**src/rtl/uart_pkg.sv**
```systemverilog
// Shared UART constants used by the transmit path.
package uart_pkg;

    localparam int UART_DATA_W        = 8;
    localparam int UART_TXFIFO_DEPTH  = 16;
    localparam int UART_TXFIFO_AW     = 4;
    localparam int UART_TXFIFO_AFULL  = 12;

endpackage

```
**src/rtl/uart_fifo_ram.sv**
```systemverilog
// Storage array for the TX FIFO: one synchronous write port, one asynchronous read port, no reset.
module uart_fifo_ram
    import uart_pkg::*;
#(
    parameter int DEPTH  = UART_TXFIFO_DEPTH,
    parameter int ADDR_W = UART_TXFIFO_AW,
    parameter int WIDTH  = UART_DATA_W
) (
    input  logic              clk,
    input  logic              we,
    input  logic [ADDR_W-1:0] waddr,
    input  logic [WIDTH-1:0]  wdata,
    input  logic [ADDR_W-1:0] raddr,
    output logic [WIDTH-1:0]  rdata
);

    logic [WIDTH-1:0] mem [DEPTH];

    always_ff @(posedge clk) begin
        if (we) begin
            mem[waddr] <= wdata;
        end
    end

    assign rdata = mem[raddr];

endmodule

```
**src/rtl/uart_tx_fifo.sv**
```systemverilog
// Transmit FIFO feeding the UART transmitter; pointers carry an extra wrap bit so
// empty/full/level all fall out of the two pointer registers.
module uart_tx_fifo
    import uart_pkg::*;
#(
    parameter int DEPTH     = UART_TXFIFO_DEPTH,
    parameter int ADDR_W    = UART_TXFIFO_AW,
    parameter int WIDTH     = UART_DATA_W,
    parameter int AFULL_LVL = UART_TXFIFO_AFULL
) (
    input  logic              clk,
    input  logic              reset,
    input  logic              flush,
    input  logic              wen,
    input  logic [WIDTH-1:0]  wdata,
    input  logic              rd_n,
    output logic [WIDTH-1:0]  rdata,
    output logic              empty,
    output logic              full,
    output logic              afull,
    output logic [ADDR_W:0]   level,
    output logic              overflow,
    input  logic              ovf_clr
);

    localparam logic [ADDR_W:0] AFULL_THR = AFULL_LVL[ADDR_W:0];

    logic [ADDR_W:0]  wPtr;
    logic [ADDR_W:0]  rPtr;
    logic [WIDTH-1:0] ramRdata;
    logic             readAcc;
    logic             writeAcc;
    logic             ovfSet;

    // Status is derived purely from the pointer registers, never from the strobes.
    assign empty = (wPtr == rPtr);
    assign full  = (wPtr[ADDR_W-1:0] == rPtr[ADDR_W-1:0]) && (wPtr[ADDR_W] != rPtr[ADDR_W]);
    assign level = wPtr - rPtr;
    assign afull = (level >= AFULL_THR);

    // A read frees a slot in the same cycle, so a full FIFO can still take a concurrent write.
    assign readAcc  = !flush && !rd_n && !empty;
    assign writeAcc = !flush && wen && (!full || readAcc);
    assign ovfSet   = !flush && wen && full && !readAcc;

    uart_fifo_ram #(
        .DEPTH  (DEPTH),
        .ADDR_W (ADDR_W),
        .WIDTH  (WIDTH)
    ) u_ram (
        .clk    (clk),
        .we     (writeAcc),
        .waddr  (wPtr[ADDR_W-1:0]),
        .wdata  (wdata),
        .raddr  (rPtr[ADDR_W-1:0]),
        .rdata  (ramRdata)
    );

    always_ff @(posedge clk or posedge reset) begin
        if (reset) begin
            wPtr     <= '0;
            rPtr     <= '0;
            rdata    <= '0;
            overflow <= 1'b0;
        end else if (flush) begin
            wPtr     <= '0;
            rPtr     <= '0;
            overflow <= 1'b0;
        end else begin
            if (writeAcc) begin
                wPtr <= wPtr + 1'b1;
            end
            if (readAcc) begin
                rPtr  <= rPtr + 1'b1;
                rdata <= ramRdata;
            end
            // A new overflow event wins over a clear arriving in the same cycle.
            if (ovfSet) begin
                overflow <= 1'b1;
            end else if (ovf_clr) begin
                overflow <= 1'b0;
            end
        end
    end

endmodule
```
**config.mk**
```make
export PLATFORM = sky130hd
export DESIGN_NAME = uart_tx_fifo
export DESIGN_NICKNAME = d
export VERILOG_FILES = /design/src/rtl/uart_pkg.sv /design/src/rtl/uart_fifo_ram.sv /design/src/rtl/uart_tx_fifo.sv
export SDC_FILE = /design/constraint.sdc
export NUM_CORES = 1
export LEC_CHECK = 0
export ABC_AREA = 1
export CORE_MARGIN = 2
export CORE_UTILIZATION = 45
export CTS_BUF_LIST = sky130_fd_sc_hd__clkbuf_8
export CTS_CLUSTER_DIAMETER = 30
export DETAILED_ROUTE_END_ITERATION = 8
export GPL_TIMING_DRIVEN = 0
export HOLD_SLACK_MARGIN = 0.03
export SETUP_SLACK_MARGIN = 0.02
export SLEW_MARGIN = 40
export SYNTH_ARGS = -nofsm -noshare
export SYNTH_HDL_FRONTEND = slang
export SYNTH_SLANG_ARGS = --single-unit
```
**constraint.sdc**
```tcl
create_clock -name clk -period 3.8 [get_ports clk]
set_input_delay 0.76 -clock clk [delete_from_list [all_inputs] [get_ports clk]]
set_output_delay 0.76 -clock clk [all_outputs]
set_load 0.01 [all_outputs]
```
## After elaboration in Yosys (flattened, before gate mapping)

Memory sizes are Yosys's and may differ from the RTL's. A register that Yosys moved wholly into a read port is not among the register bits.
Cells that the tools add are included.

- Flip-flop bits (word level): 11
- RAM bits: 128
- Input bits: 14
- Output and inout bits: 17
- Memories kept: 1

Memory list:

| name | depth | bits a word | rd ports | clocked after Yosys merged registers in | write ports | line | text |
|---|---|---|---|---|---|---|---|
| u_ram.mem | 16 | 8 | 1 | 1 | 1 | uart_fifo_ram.sv:17 | `logic [WIDTH-1:0] mem [DEPTH];` |

- Add/sub/neg operators: 3
- $lt $le $gt $ge: 1
- Equal/unequal tests: 3
- Mux-type cells: 9
- Bitwise gates (word level): 1
- Reduce and logical (&&, ||, !) cells: 17

Operators by type and width:

| kind | number |
|---|---|
| two-way mux 5 bit | 4 |
| adder 5 x 1 -> 5 bit (second input constant) | 2 |
| logical AND 1 bit | 7 |
| equality test 5 bit | 1 |
| greater-or-equal comparator 5 x 4 -> 1 bit (second input constant) | 1 |
| zero test 1 bit | 5 |
| two-way mux 1 bit | 5 |
| subtractor 5 bit | 1 |
| equality test 4 bit | 1 |
| nonzero test 2 bit | 2 |
| nonzero test 3 bit | 1 |
| AND reduction 2 bit | 1 |
| logical OR 1 bit | 1 |
| != test 1 bit | 1 |
| NOT 1 bit | 1 |

## Longest topological paths before layout

- Word-level depth: 7
- Mapped depth: 13
- Mapped depth without buffers: 11

## Hierarchy

Synthesis repeated with hierarchy kept, for this count alone.

- Cell total of the unflattened synthesis: 692
- Area total of the unflattened synthesis: 6784.0 um^2

Modules (own cells, without submodules):

| module | times used | cells an instance | area each (um^2) | sequential area each (um^2) |
|---|---|---|---|---|
| uart_fifo_ram | 1 | 543 | 5606.6 | 3843.7 |
| uart_tx_fifo | 1 | 149 | 1177.4 | 475.5 |

## Least setup slack after synthesis

No wires, ideal clock.

- Path type: flip-flop to output port
- Start: reg rPtr[2]
- End: out afull
- Arrival: 1.720 ns
- Setup slack: 1.320 ns
- Stages on the path, launching flop included: 10
- Cell sequence: dfrtp_1 > buf_2 > inv_1 > buf_2 > ha_1 > a21oi_1 > nand2_1 > xor2_1 > nand2_1 > nand2_1

- Longest elaborated chain between the ends: 2

Ends and longest elaborated chain:

| element | line | text |
|---|---|---|
| start: declaration | uart_tx_fifo.sv:29 | `logic [ADDR_W:0] rPtr;` |
| start signal: assignment | uart_tx_fifo.sv:74 | `rPtr <= rPtr + 1'b1;` |
| subtractor 5 bit | uart_tx_fifo.sv:38 | `assign level = wPtr - rPtr;` |
| via level[3] | uart_tx_fifo.sv:21 | `output logic [ADDR_W:0] level,` |
| greater-or-equal comparator 5 x 4 -> 1 bit | uart_tx_fifo.sv:39 | `assign afull = (level >= AFULL_THR);` |
| end: declaration | uart_tx_fifo.sv:20 | `output logic afull,` |

The timed path passes the listed nets, and every way through them passes these cells.

## Final worst setup path

- Start: reg rPtr[2]
- End: out afull

- Longest elaborated chain between the ends: 2

Ends and longest elaborated chain:

| element | line |
|---|---|
| subtractor 5 bit | uart_tx_fifo.sv:38 |
| greater-or-equal comparator 5 x 4 -> 1 bit | uart_tx_fifo.sv:39 |

No other way between the ends.

==> run summary <==
CTS Hold Bufs: 0
critical path type: reg2out
RSZ-0062 raised after global routing: no
critical path launch point type: flip-flop
diode count: 0
EDFF count, synth: 128
Max Clock Freq: 277 MHz
initial drt markers: 340
Min-Delay Endpoint: rdata[0]
via count: 4,496
Slew HR: 0.452
Initial DRT Pass Iterations: 5
Final Wtd Congestion: 0.804
sequential-to-total area share from yosys stat: 0.655
Mapped Nets: 667
PwrDens: 550 nW/um^2
Die H: 125 um
crit-path most repeated cell: nand2_1
Clock Sinks: 147
maxcap violations: 0
Layout area overhead: 14.6%
maximum clock path buffer count: 2
HP Class: reg2reg
R2R Setup Slk: 0.70 ns
Max Fanout on Critical Path: 10
Worst-path clk slew: 0.08 ns
WL/cell: 17.7 um
Req. time, crit path: 3.04 ns
Setup crit end kind: primary output
Slew @ Worst Pin: 0.819 ns
largest net degree at the start of global routing: 20
Die Area: 15,600 um^2
vias in the first global route: 4,383
most frequent cells in the layout: nand2_1, edfxtp_1, inv_1
reg2reg start: rPtr[1]
CP Cell Sequence: clkbuf_4 > inv_1 > buf_2 > ha_1 > a21oi_1 > nand2_1 > xor2_1 > nand2_1 > nand2_1 > clkdlybuf4s50_1
Power, Total: 4.16 mW
core region area: 14,400 um^2
Post-synth ARST share: 0.129
# DRC: 0
#FFs+latches synth: 147
Die W: 125 um
syn avg cell area: 10.3 um^2
Mapped Cells: 643
Setup TNS: 0 ns
Final ANT Viol Nets: 0
Slew Limit Fails: 0
Hold Slack: 0.540 ns
FF-to-FF End: u_ram.mem[3][1]
Overall Global Routing Usage: 0.210
Starting Density: 0.457
Post-Synthesis Cell Area: 6600 um^2
Worst Hold Launch: rdata[0]
critical path data arrival time: 2.84 ns
fin nets: 716
clock root buffer: clkbuf_8
vias per std cell: 5.06
Row Count: 44
Final Hold Fails: 0
grt ovf: 0
CTS tree: done
peak supply drop: 279 uV
outcome: finished, final reports clean
num ports: 31
Tcrit/Tclk final: 0.948
H-Tree Depth: 4
layout cells sized above 1: 0.106
Hold Path Depth: 2
Setup Buffers After CTS: 0
initial antenna violation count: 0
Slowest cell on crit path: clkdlybuf4s50_1
final setup vio count: 0
hpwl dp: 10,500 um
Top FF cell, synth: edfxtp_1
Inserted Clock Buffers: 17
Yosys warnings: 0
first-pass GRT wire length: 24,400 um
Static Leak: 3.17 nW
Port Buffer Count: 30
Clock Skew: 0.0159 ns
commonest non-fill, non-tap cell in the layout: nand2_1
worst r2r path cells: 13
clk_lat worst skew: 0.45 ns
total routed wirelength: 15,800 um
number of gates resized after cts: 0
crit-path max cell delay: 0.53 ns
Synth cell types: 23
post-layout minimum cycle time: 3.60 ns
-- area by class of cell --
cell class,instances,area [um^2]
fillers,1312,6860
flip-flops and latches,147,4320
multi-input cells,368,1750
inverters,104,393
repair buffers,30,295
clock buffers,17,234
well taps,184,230
clock inverters,15,195
plain buffers,24,141
-- cells in the mapped netlist, types with 3 or more instances --
cell | instances | area (um^2)
nand2_2 | 7 | 43.8
nand2_1 | 176 | 661
inv_2 | 6 | 22.5
nor2_1 | 38 | 143
inv_1 | 97 | 364
ha_1 | 9 | 113
buf_2 | 15 | 75.1
nand3_1 | 94 | 470
o21ai_2 | 5 | 43.8
o21ai_0 | 4 | 20.0
edfxtp_1 | 128 | 3840
a21oi_1 | 18 | 90.1
xor2_1 | 8 | 70.1
clkbuf_1 | 3 | 11.3
dfrtp_1 | 19 | 475
buf_4 | 4 | 30.0
nand2_4 | 3 | 33.8
-- routing by layer --
metal,GRT usage,part of all wire
met4,0.0837,0.017
met2,0.331,0.48
met3,0.0436,0.063
met1,0.289,0.44
met5,0,0
-- cells by family (layout without fill, tap and decap cells) --
logic type | count (synthesis) | after routing | synth area share
buffers and inverters | 128 | 190 | 0.0806
adders and majority gates | 10 | 10 | 0.0201
AOI/OAI and AO/OA | 29 | 29 | 0.0252
DFF | 147 | 147 | 0.655
xor gates and xnor gates | 8 | 8 | 0.0106
and+or+nand+nor | 321 | 321 | 0.209
-- worst max-delay path: cells and delay by family (launching register included) --
kind | cells | cell delay, ns
DFF | 1 | 0.39
AOI/OAI and AO/OA | 1 | 0.16
and+or+nand+nor | 3 | 0.22
xor gates and xnor gates | 1 | 0.19
buffers and inverters | 4 | 1.09
adders and majority gates | 1 | 0.34
-- worst max path at each step --
stage | cells past startpoint | from | to | slack [ns]
6_report | 10 | rPtr[2] | afull | 0.20
5_1_grt | 10 | rPtr[2] | afull | 0.05
4_1_cts | 10 | rPtr[2] | afull | 0.11
3_5_place_dp | 10 | rPtr[2] | afull | 0.62
3_3_place_gp | 8 | flush | u_ram.mem[3][5] | 0.65
2_1_floorplan | 9 | rPtr[2] | afull | 1.32
-- power by group --
group          internal (mW)  switching (mW)  total, mW
clock network          0.763           0.567       1.33
registers               1.82          0.0486       1.87
logic                  0.371           0.591      0.962
-- state kept, by name (all words and copies together) (netlist names) --
name and flops:
overflow 1, rPtr 5, rdata 8, u_ram.mem 128, wPtr 5
-- stage by stage --
step,setup slack (ns),utilization,cells,area [um^2]
floorplan,1.32,-,643,6600
global placement,0.654,0.494,857,7130
detailed placement,0.619,0.494,857,7130
CTS,0.109,0.524,889,7560
global route,0.0486,0.524,889,7560
finish,0.196,0.524,889,7560
Note: power is estimated with default switching activity, not from simulation.
